<file path="config.mk">
export PLATFORM = sky130hd
export DESIGN_NAME = pipe_step_ctrl
export DESIGN_NICKNAME = d
export VERILOG_FILES = /design/src/rtl/pipe_step_ctrl.sv
export SDC_FILE = /design/constraint.sdc
export NUM_CORES = 1
export LEC_CHECK = 0
export CORE_ASPECT_RATIO = 1.1
export CORE_UTILIZATION = 43
export DETAILED_ROUTE_END_ITERATION = 16
export GPL_TIMING_DRIVEN = 0
export PLACE_DENSITY = 0.71
export SYNTH_ARGS = -nofsm -noshare
export SYNTH_HDL_FRONTEND = slang
export SYNTH_SLANG_ARGS = --single-unit
</file>
<file path="constraint.sdc">
create_clock -name CCLK -period 5.35 [get_ports CCLK]
set_clock_uncertainty 0.1 [all_clocks]
set_input_delay 1.07 -clock CCLK [delete_from_list [all_inputs] [get_ports CCLK]]
set_output_delay 1.07 -clock CCLK [all_outputs]
set_load 0.03 [all_outputs]
</file>
<file path="src/rtl/pipe_step_ctrl.sv">
// pipe_step_ctrl: sequences the pipeline stage clock for the stepped MIPS CPU.
// A step press or the free-run timer issues one stretched pipe_clk tick
// (HIGH_CYC cycles high, HIGH_CYC low). Each tick is followed by an LCD
// refresh handshake, and the PC sampled during the tick is checked against a
// breakpoint.
//
// Optional feature: define STEP_CTRL_ACK_TIMEOUT_EN to bound the wait for
// lcd_ack to ACK_TIMEOUT cycles. On a timeout the sticky ack_timeout flag is
// set and the refresh is treated as acknowledged.
//
// Ports:
//   CCLK, rstn   system clock, asynchronous active-low reset
//   step         debounced step button (level); its rising edge issues a tick
//   run_sw       1 = free-run, 0 = single-step
//   clr          synchronous clear of tick_cnt
//   bp_en        breakpoint enable
//   bp_addr      breakpoint PC
//   pc           IF-stage PC
//   lcd_ack      display accepted the refresh
//   pipe_clk     clock to the pipeline stages
//   tick_cnt     ticks issued, modulo 256
//   lcd_req      refresh request
//   halted       breakpoint hit
//   state        FSM state (debug)
//   ack_timeout  sticky lcd_ack timeout flag
module pipe_step_ctrl #(
   parameter int unsigned HIGH_CYC    = 4,
   parameter int unsigned RUN_DIV     = 1000000,
   parameter int unsigned ACK_TIMEOUT = 65535
) (
   input  logic        CCLK,
   input  logic        rstn,
   input  logic        step,
   input  logic        run_sw,
   input  logic        clr,
   input  logic        bp_en,
   input  logic [31:0] bp_addr,
   input  logic [31:0] pc,
   input  logic        lcd_ack,
   output logic        pipe_clk,
   output logic [7:0]  tick_cnt,
   output logic        lcd_req,
   output logic        halted,
   output logic [2:0]  state,
   output logic        ack_timeout
);

   // One shared phase counter, sized for the longest interval it must measure
   localparam int unsigned MAX_HR  = (HIGH_CYC > RUN_DIV) ? HIGH_CYC : RUN_DIV;
   localparam int unsigned CNT_MAX = (MAX_HR > ACK_TIMEOUT) ? MAX_HR : ACK_TIMEOUT;
   localparam int unsigned CNT_W   = $clog2(CNT_MAX + 1);

   typedef enum logic [2:0] {
      IDLE     = 3'd0,
      TICK_HI  = 3'd1,
      TICK_LO  = 3'd2,
      REFRESH  = 3'd3,
      RUN_WAIT = 3'd4,
      HALT     = 3'd5
   } state_t;

   state_t             state_q, state_d;
   logic [CNT_W-1:0]   cnt_q, cnt_d;
   logic [31:0]        pc_q;
   logic               step_q, run_q;
   logic               step_rise, run_fall, bp_hit, ack_done, pc_load;

   assign step_rise = step & ~step_q;
   assign run_fall  = run_q & ~run_sw;
   assign bp_hit    = bp_en & (pc_q == bp_addr);
   assign state     = 3'(state_q);

`ifdef STEP_CTRL_ACK_TIMEOUT_EN
   logic to_hit;
   // Missing ack after ACK_TIMEOUT refresh cycles counts as an ack
   assign to_hit   = (state_q == REFRESH) && !lcd_ack &&
                     (cnt_q == CNT_W'(ACK_TIMEOUT - 1));
   assign ack_done = lcd_ack | to_hit;

   always_ff @(posedge CCLK or negedge rstn) begin
      if (!rstn) ack_timeout <= 1'b0;
      else if (to_hit) ack_timeout <= 1'b1;
   end
`else
   assign ack_done    = lcd_ack;
   assign ack_timeout = 1'b0;
`endif

   // Next-state and phase counter
   always_comb begin
      state_d = state_q;
      cnt_d   = cnt_q;
      pc_load = 1'b0;
      case (state_q)
         IDLE: begin
            if (step_rise) begin
               state_d = TICK_HI;
               cnt_d   = '0;
            end else if (run_sw) begin
               state_d = RUN_WAIT;
               cnt_d   = '0;
            end
         end
         TICK_HI: begin
            if (cnt_q == CNT_W'(HIGH_CYC - 1)) begin
               state_d = TICK_LO;
               cnt_d   = '0;
            end else begin
               cnt_d = cnt_q + CNT_W'(1);
            end
         end
         TICK_LO: begin
            if (cnt_q == CNT_W'(HIGH_CYC - 1)) begin
               state_d = REFRESH;
               cnt_d   = '0;
               pc_load = 1'b1;
            end else begin
               cnt_d = cnt_q + CNT_W'(1);
            end
         end
         REFRESH: begin
            if (ack_done) begin
               cnt_d = '0;
               if (bp_hit)      state_d = HALT;
               else if (run_sw) state_d = RUN_WAIT;
               else             state_d = IDLE;
            end else begin
               cnt_d = cnt_q + CNT_W'(1);
            end
         end
         RUN_WAIT: begin
            if (!run_sw) begin
               state_d = IDLE;
               cnt_d   = '0;
            end else if (cnt_q == CNT_W'(RUN_DIV - 1)) begin
               state_d = TICK_HI;
               cnt_d   = '0;
            end else begin
               cnt_d = cnt_q + CNT_W'(1);
            end
         end
         HALT: begin
            // A step press single-steps past the breakpoint
            if (step_rise) begin
               state_d = TICK_HI;
               cnt_d   = '0;
            end else if (run_fall) begin
               state_d = IDLE;
               cnt_d   = '0;
            end
         end
         default: begin
            state_d = IDLE;
            cnt_d   = '0;
         end
      endcase
   end

   // State, counters and registered outputs (decoded from next state)
   always_ff @(posedge CCLK or negedge rstn) begin
      if (!rstn) begin
         state_q  <= IDLE;
         cnt_q    <= '0;
         step_q   <= 1'b0;
         run_q    <= 1'b0;
         pc_q     <= '0;
         pipe_clk <= 1'b0;
         lcd_req  <= 1'b0;
         halted   <= 1'b0;
         tick_cnt <= '0;
      end else begin
         state_q  <= state_d;
         cnt_q    <= cnt_d;
         step_q   <= step;
         run_q    <= run_sw;
         pipe_clk <= (state_d == TICK_HI);
         lcd_req  <= (state_d == REFRESH);
         halted   <= (state_d == HALT);
         if (pc_load) pc_q <= pc;
         // clr wins over the tick increment
         if (clr)
            tick_cnt <= '0;
         else if ((state_d == TICK_HI) && (state_q != TICK_HI))
            tick_cnt <= tick_cnt + 8'd1;
      end
   end

endmodule

</file>
# [Yosys cells after proc, flatten, opt, wreduce, memory -nomap -nowiden]
# Cells that the tools add are included.
[word_totals] reg_bits=68 out_inout_bits=15 wordCells=60
[classes] addsub=2 eq_ne=14 n_mux=25 bitwise_logic=5 reduce_logical=5
[ops] operator="$mux W20" count=8
[ops] operator="$pmux W20 S5" count=1
[ops] operator="$mux W3" count=11
[ops] operator="$eq A32 B32 Y1" count=1
[ops] operator="$add A20 B1 Y20 const B" count=1
[ops] operator="$eq A20 B2 Y1 const B" count=1
[ops] operator="$eq A20 B20 Y1 const B" count=1
[ops] operator="$pmux W3 S6" count=1
[ops] operator="$mux W8" count=2
[ops] operator="$eq A3 B2 Y1 const B" count=3
[ops] operator="$eq A3 B3 Y1 const B" count=3
[ops] operator="$add A8 B1 Y8 const B" count=1
[ops] operator="$eq A3 B1 Y1 const B" count=2
[ops] operator="$ne A3 B3 Y1 const B" count=2
[ops] operator="$and A1 B1 Y1" count=3
[ops] operator="$logic_not A3 Y1" count=1
[ops] operator="$ne A3 B1 Y1 const B" count=1
[ops] operator="$mux W1" count=2
[ops] operator="$not A1 Y1" count=2
[ops] operator="$reduce_and A2 Y1" count=1
[ops] operator="$reduce_bool A2 Y1" count=1
[ops] operator="$reduce_or A2 Y1" count=1
[ops] operator="$logic_and A1 B1 Y1" count=1

# [Longest topological paths before layout]
[logic_depth] word_depth=9 depth_mapped=9 mapped_depth_nobuf=8

# [Worst setup path after synthesis]
# No wires, ideal clock.
[synth_path] path_type="input-to-reg" start="input port bp_addr[10]" end="register tick_cnt[4]" t_arrival_ps=2809 t_required_ps=5122 path_slack_ps=2313 path_stages=8 n_path_buf=1 path_cell_list="xnor2_1 > nand4_1 > or4_1 > nor3_2 > nor2_2 > buf_6 > nor4_2 > mux2_1"
[synth_between] elab_chain_len=8
[synth_rtl] element="start, declared" line="37" text="input logic [31:0] bp_addr,"
[synth_rtl] element="$eq A32 B32 Y1" line="70" text="assign bp_hit = bp_en & (pc_q == bp_addr);"
[synth_rtl] element="$and A1 B1 Y1" line="70"
[synth_rtl] element="$mux W3" line="124" text="if (bp_hit) state_d = HALT;"
[synth_rtl] element="$mux W3" line="122" text="if (ack_done) begin"
[synth_rtl] element="$pmux W3 S6" line="94" text="case (state_q)"
[synth_rtl] element="$eq A3 B1 Y1" line="183" text="else if ((state_d == TICK_HI) && (state_q != TICK_HI))"
[synth_rtl] element="$logic_and A1 B1 Y1" line="183"
[synth_rtl] element="$reduce_bool A2 Y1 (no source line)"
[synth_rtl] element="end signal, assigned" line="184" text="tick_cnt <= tick_cnt + 8'd1;"
[synth_rtl] element="end, declared" line="41" text="output logic [7:0] tick_cnt,"
# No other way between the ends.
# A chain may end at the register's enable or synchronous reset.

# [Final worst setup path]
[layout_path] start="input port bp_addr[10]" end="register tick_cnt[7]"
# The elaborated chain is that of the path after synthesis.

==> results.md <==
- Worst path required time: ~5.5 ns
- Synth Register Bits: 68
- Commonest cells post-synth: nand2_1 (110), dfrtp_1 (68), xor2_1 (33)
- IO buf count: 84
- Setup TNS: 0 ns
- Drt pass-1 iters: 4
- Setup violators final: 0
- RSZ-0062 raised after global routing: false
- Area post-placement: 4580 um2
- Critical path class: in -> reg
- Fmax: ~0.29 GHz
- Hold Path Class: reg -> reg
- Hold Path Sink: pc_q[16]
- CP arrival: 3.56 ns
- Slew Limit Fails: 0
- Worst-margin pin slew: 0.875 ns
- CTS clock-pin slew for the worst setup and hold paths: 0.08 ns
- Combinational power share: about a third
- Pwr per Cell Area: 341 nW/um2
- Routed WL: 8300 um
- Post-synth EDFFs: 0
- Switching part of the total power: 35.1%
- First-pass GRT wire length: roughly 14,000 um
- Mapped Area: 3600 um2
- Ranking of synthesized cells by area: dfrtp_1 (47%), nand2_1 (11%), xor2_1 (8.0%)
- R2R Setup Slk: 2.53 ns
- Rows: 34
- Final instance area: 4790 um2
- Sequential power share: between 30% and 40%
- Num ports: 86
- Hold Crit Depth: 2
- Critical path peak fanout: 10
- Non-filler cells, final: 606
- Pin count of the biggest net entering global routing: 69
- Post-CTS setup buffer count: 0
- Internal: about 1100 uW
- Fillers: 768
- Final cycle utilization of the critical path: about 64%
- Slew HR: 41.5%
- Initial drt markers: 116
- DP Wirelength: roughly 6200 um
- Area of the multi-input gates: approximately 1800 um2
- Number of global-route vias before repair: around 3,000
- Remaining antenna violation count after routing: 0
- # clock sinks: 68
- Cell taking the most area after synthesis: dfrtp_1
- Tmin final: ~3.4 ns
- Clk_lat worst skew: ~0.34 ns
- DP Worst Slack: roughly 1.6 ns
- Yosys top cell area share: 47.2%
- Post-Syn Area per Cell: 9.05 um2
- Worst min-delay path startpoint: pc_q[16]
- Via Count: roughly 3,000
- Core ar.: 8000 um2
- GRT Util Overall: 21.2%
- Reg2reg start: cnt_q[12]
- Top-count cell post-synth: nand2_1
- Dpl cells: 590
- Count of cell types in the netlist: 46
- Status: complete, no violations
- VDD IR-drop max: 158 uV
- Global route overflow: 0
- Root Buffer: clkbuf_8
- Final hold violation count: 0
- Chip width: 89.3 um
- Hold-fix buffers at CTS: 0
- Wire per inst: 13.7 um
- Final WS setup: 1.92 ns
- Clk buf depth: 2
- Most used DFF post-synth: dfrtp_1
- Leak: 0.00204 uW
- Share of cells above drive strength 1: 7.23%
- Nets: 566
- Synthesis Warnings: 0
- CP endpoint kind: register
- ANT cells: 0
- Synth Instances: 398
- Register area share after synthesis: 47.2%
- Max-cap violations: 0
- CTS buffer count: 9
- Die area: 8750 um2
- GPL Wtd Cong: roughly 0.81
- CTS tree: yes
- Htree depth: 3
- Reg-to-Reg End: tick_cnt[7]
- Clk pwr share: 28.2%
- Mapped Nets: 471
- Register Area: approximately 1700 um2
- Area grow syn2layout: 33.0%
- Fraction of registers with async set/reset: 100%
- Startpoint Class: primary input
- Register-to-Register Path Depth: 9
- Post-cts sizing count: 0
- CP Launch Point: bp_addr[10]
- Initial Util: 45.1%
- Height of the die: slightly below 100 um
- DRC: 0
- Routed vias/inst: 5.01
- Initial antenna violation count: 0
- P_sw: 574 uW
-- per-stage QoR --
step | utilization (%) | power (uW) | hold WS [ns]
after CTS | 59.9 | 1650 | 0.393
after global routing | 59.9 | 1740 | 0.416
after floorplan | - | 988 | 0.357
after detailed placement | 57.2 | 1190 | 0.376
final | 59.9 | 1640 | 0.388
after global placement | 57.3 | 1170 | 0.370
-- cell families (layout without fill, tap and decap cells) --
group / Yosys count / after routing / share of synthesized area [%]
compound gates: 34 / 34 / 6.08
xor+xnor: 45 / 45 / 10.9
fa+ha+maj: 2 / 2 / 0.694
buf+inv: 23 / 123 / 2.92
flops: 68 / 68 / 47.2
mux: 6 / 6 / 1.87
other cells: 1 / 1 / 0.104
simple gates: 219 / 219 / 30.2
-- worst max-delay path by stage --
stage / endpoint / slack, ns
final: tick_cnt[7] / 1.92
after global routing: tick_cnt[7] / 1.75
after CTS: tick_cnt[7] / 1.93
after detailed placement: tick_cnt[7] / 1.57
after global placement: pc_q[0] / 0.75
after floorplan: tick_cnt[4] / 2.31
-- critical path, cell delays in order --
cell and delay [ns]:
clkdlybuf4s50_1 0.48, xnor2_1 0.12, nand4_1 0.16, or4_1 0.54, nor3_2 0.27, nor2_2 0.10
buf_6 0.15, nor4_1 0.32, mux2_1 0.35
-- final cells by class --
class | instances | share of cell area (%)
flip-flops and latches | 68 | 35.5
clock inverters | 7 | 1.91
clock buffers | 9 | 2.58
multi-input cells | 307 | 37.5
plain buffers | 18 | 1.80
inverters | 5 | 0.392
well taps | 108 | 2.82
repair buffers | 84 | 17.5
-- routing by layer --
layer  share of wire [%]  track usage, %  routed length (um)
met5                   0               0                   0
met4                 1.6            7.69                 132
met3                 5.8            5.83                 480
met2                  49            33.1                4050
met1                  44            27.9                3640
-- state kept, by name, summed over array words and instances, names as in the netlist --
register	flops
run_q	1
tick_cnt	8
lcd_req	1
pc_q	32
step_q	1
pipe_clk	1
halted	1
state	3
cnt_q	20
-- placed cells by master (no fill, tap or decap), types with 2 or more instances in the layout --
master,count
a22o_1,5
a31oi_1,4
a21oi_1,10
buf_2,3
nand2b_1,2
ha_1,2
nor3_1,8
and3_1,13
clkbuf_1,12
and2_1,3
xnor2_1,12
o21ai_0,8
nor2_1,24
clkdlybuf4s50_1,83
nor2b_1,9
clkbuf_8,9
dfrtp_1,68
nand3_1,13
clkinv_2,3
o31ai_1,2
bufinv_16,2
xor2_1,33
nor4_1,12
nand2_1,110
nor4_2,4
inv_1,4
or4_1,4
buf_4,3
and4_1,3
nand4_1,3
mux2_1,6
-- power by group through the flow --
stage,Combinational (uW),Clock [uW],Sequential (uW)
3_3_place_gp,537,0,634
3_5_place_dp,549,0,636
5_1_grt,611,491,635
4_1_cts,551,473,626
6_report,550,461,625
2_1_floorplan,321,0,666
(Power assumes the default switching activity.)
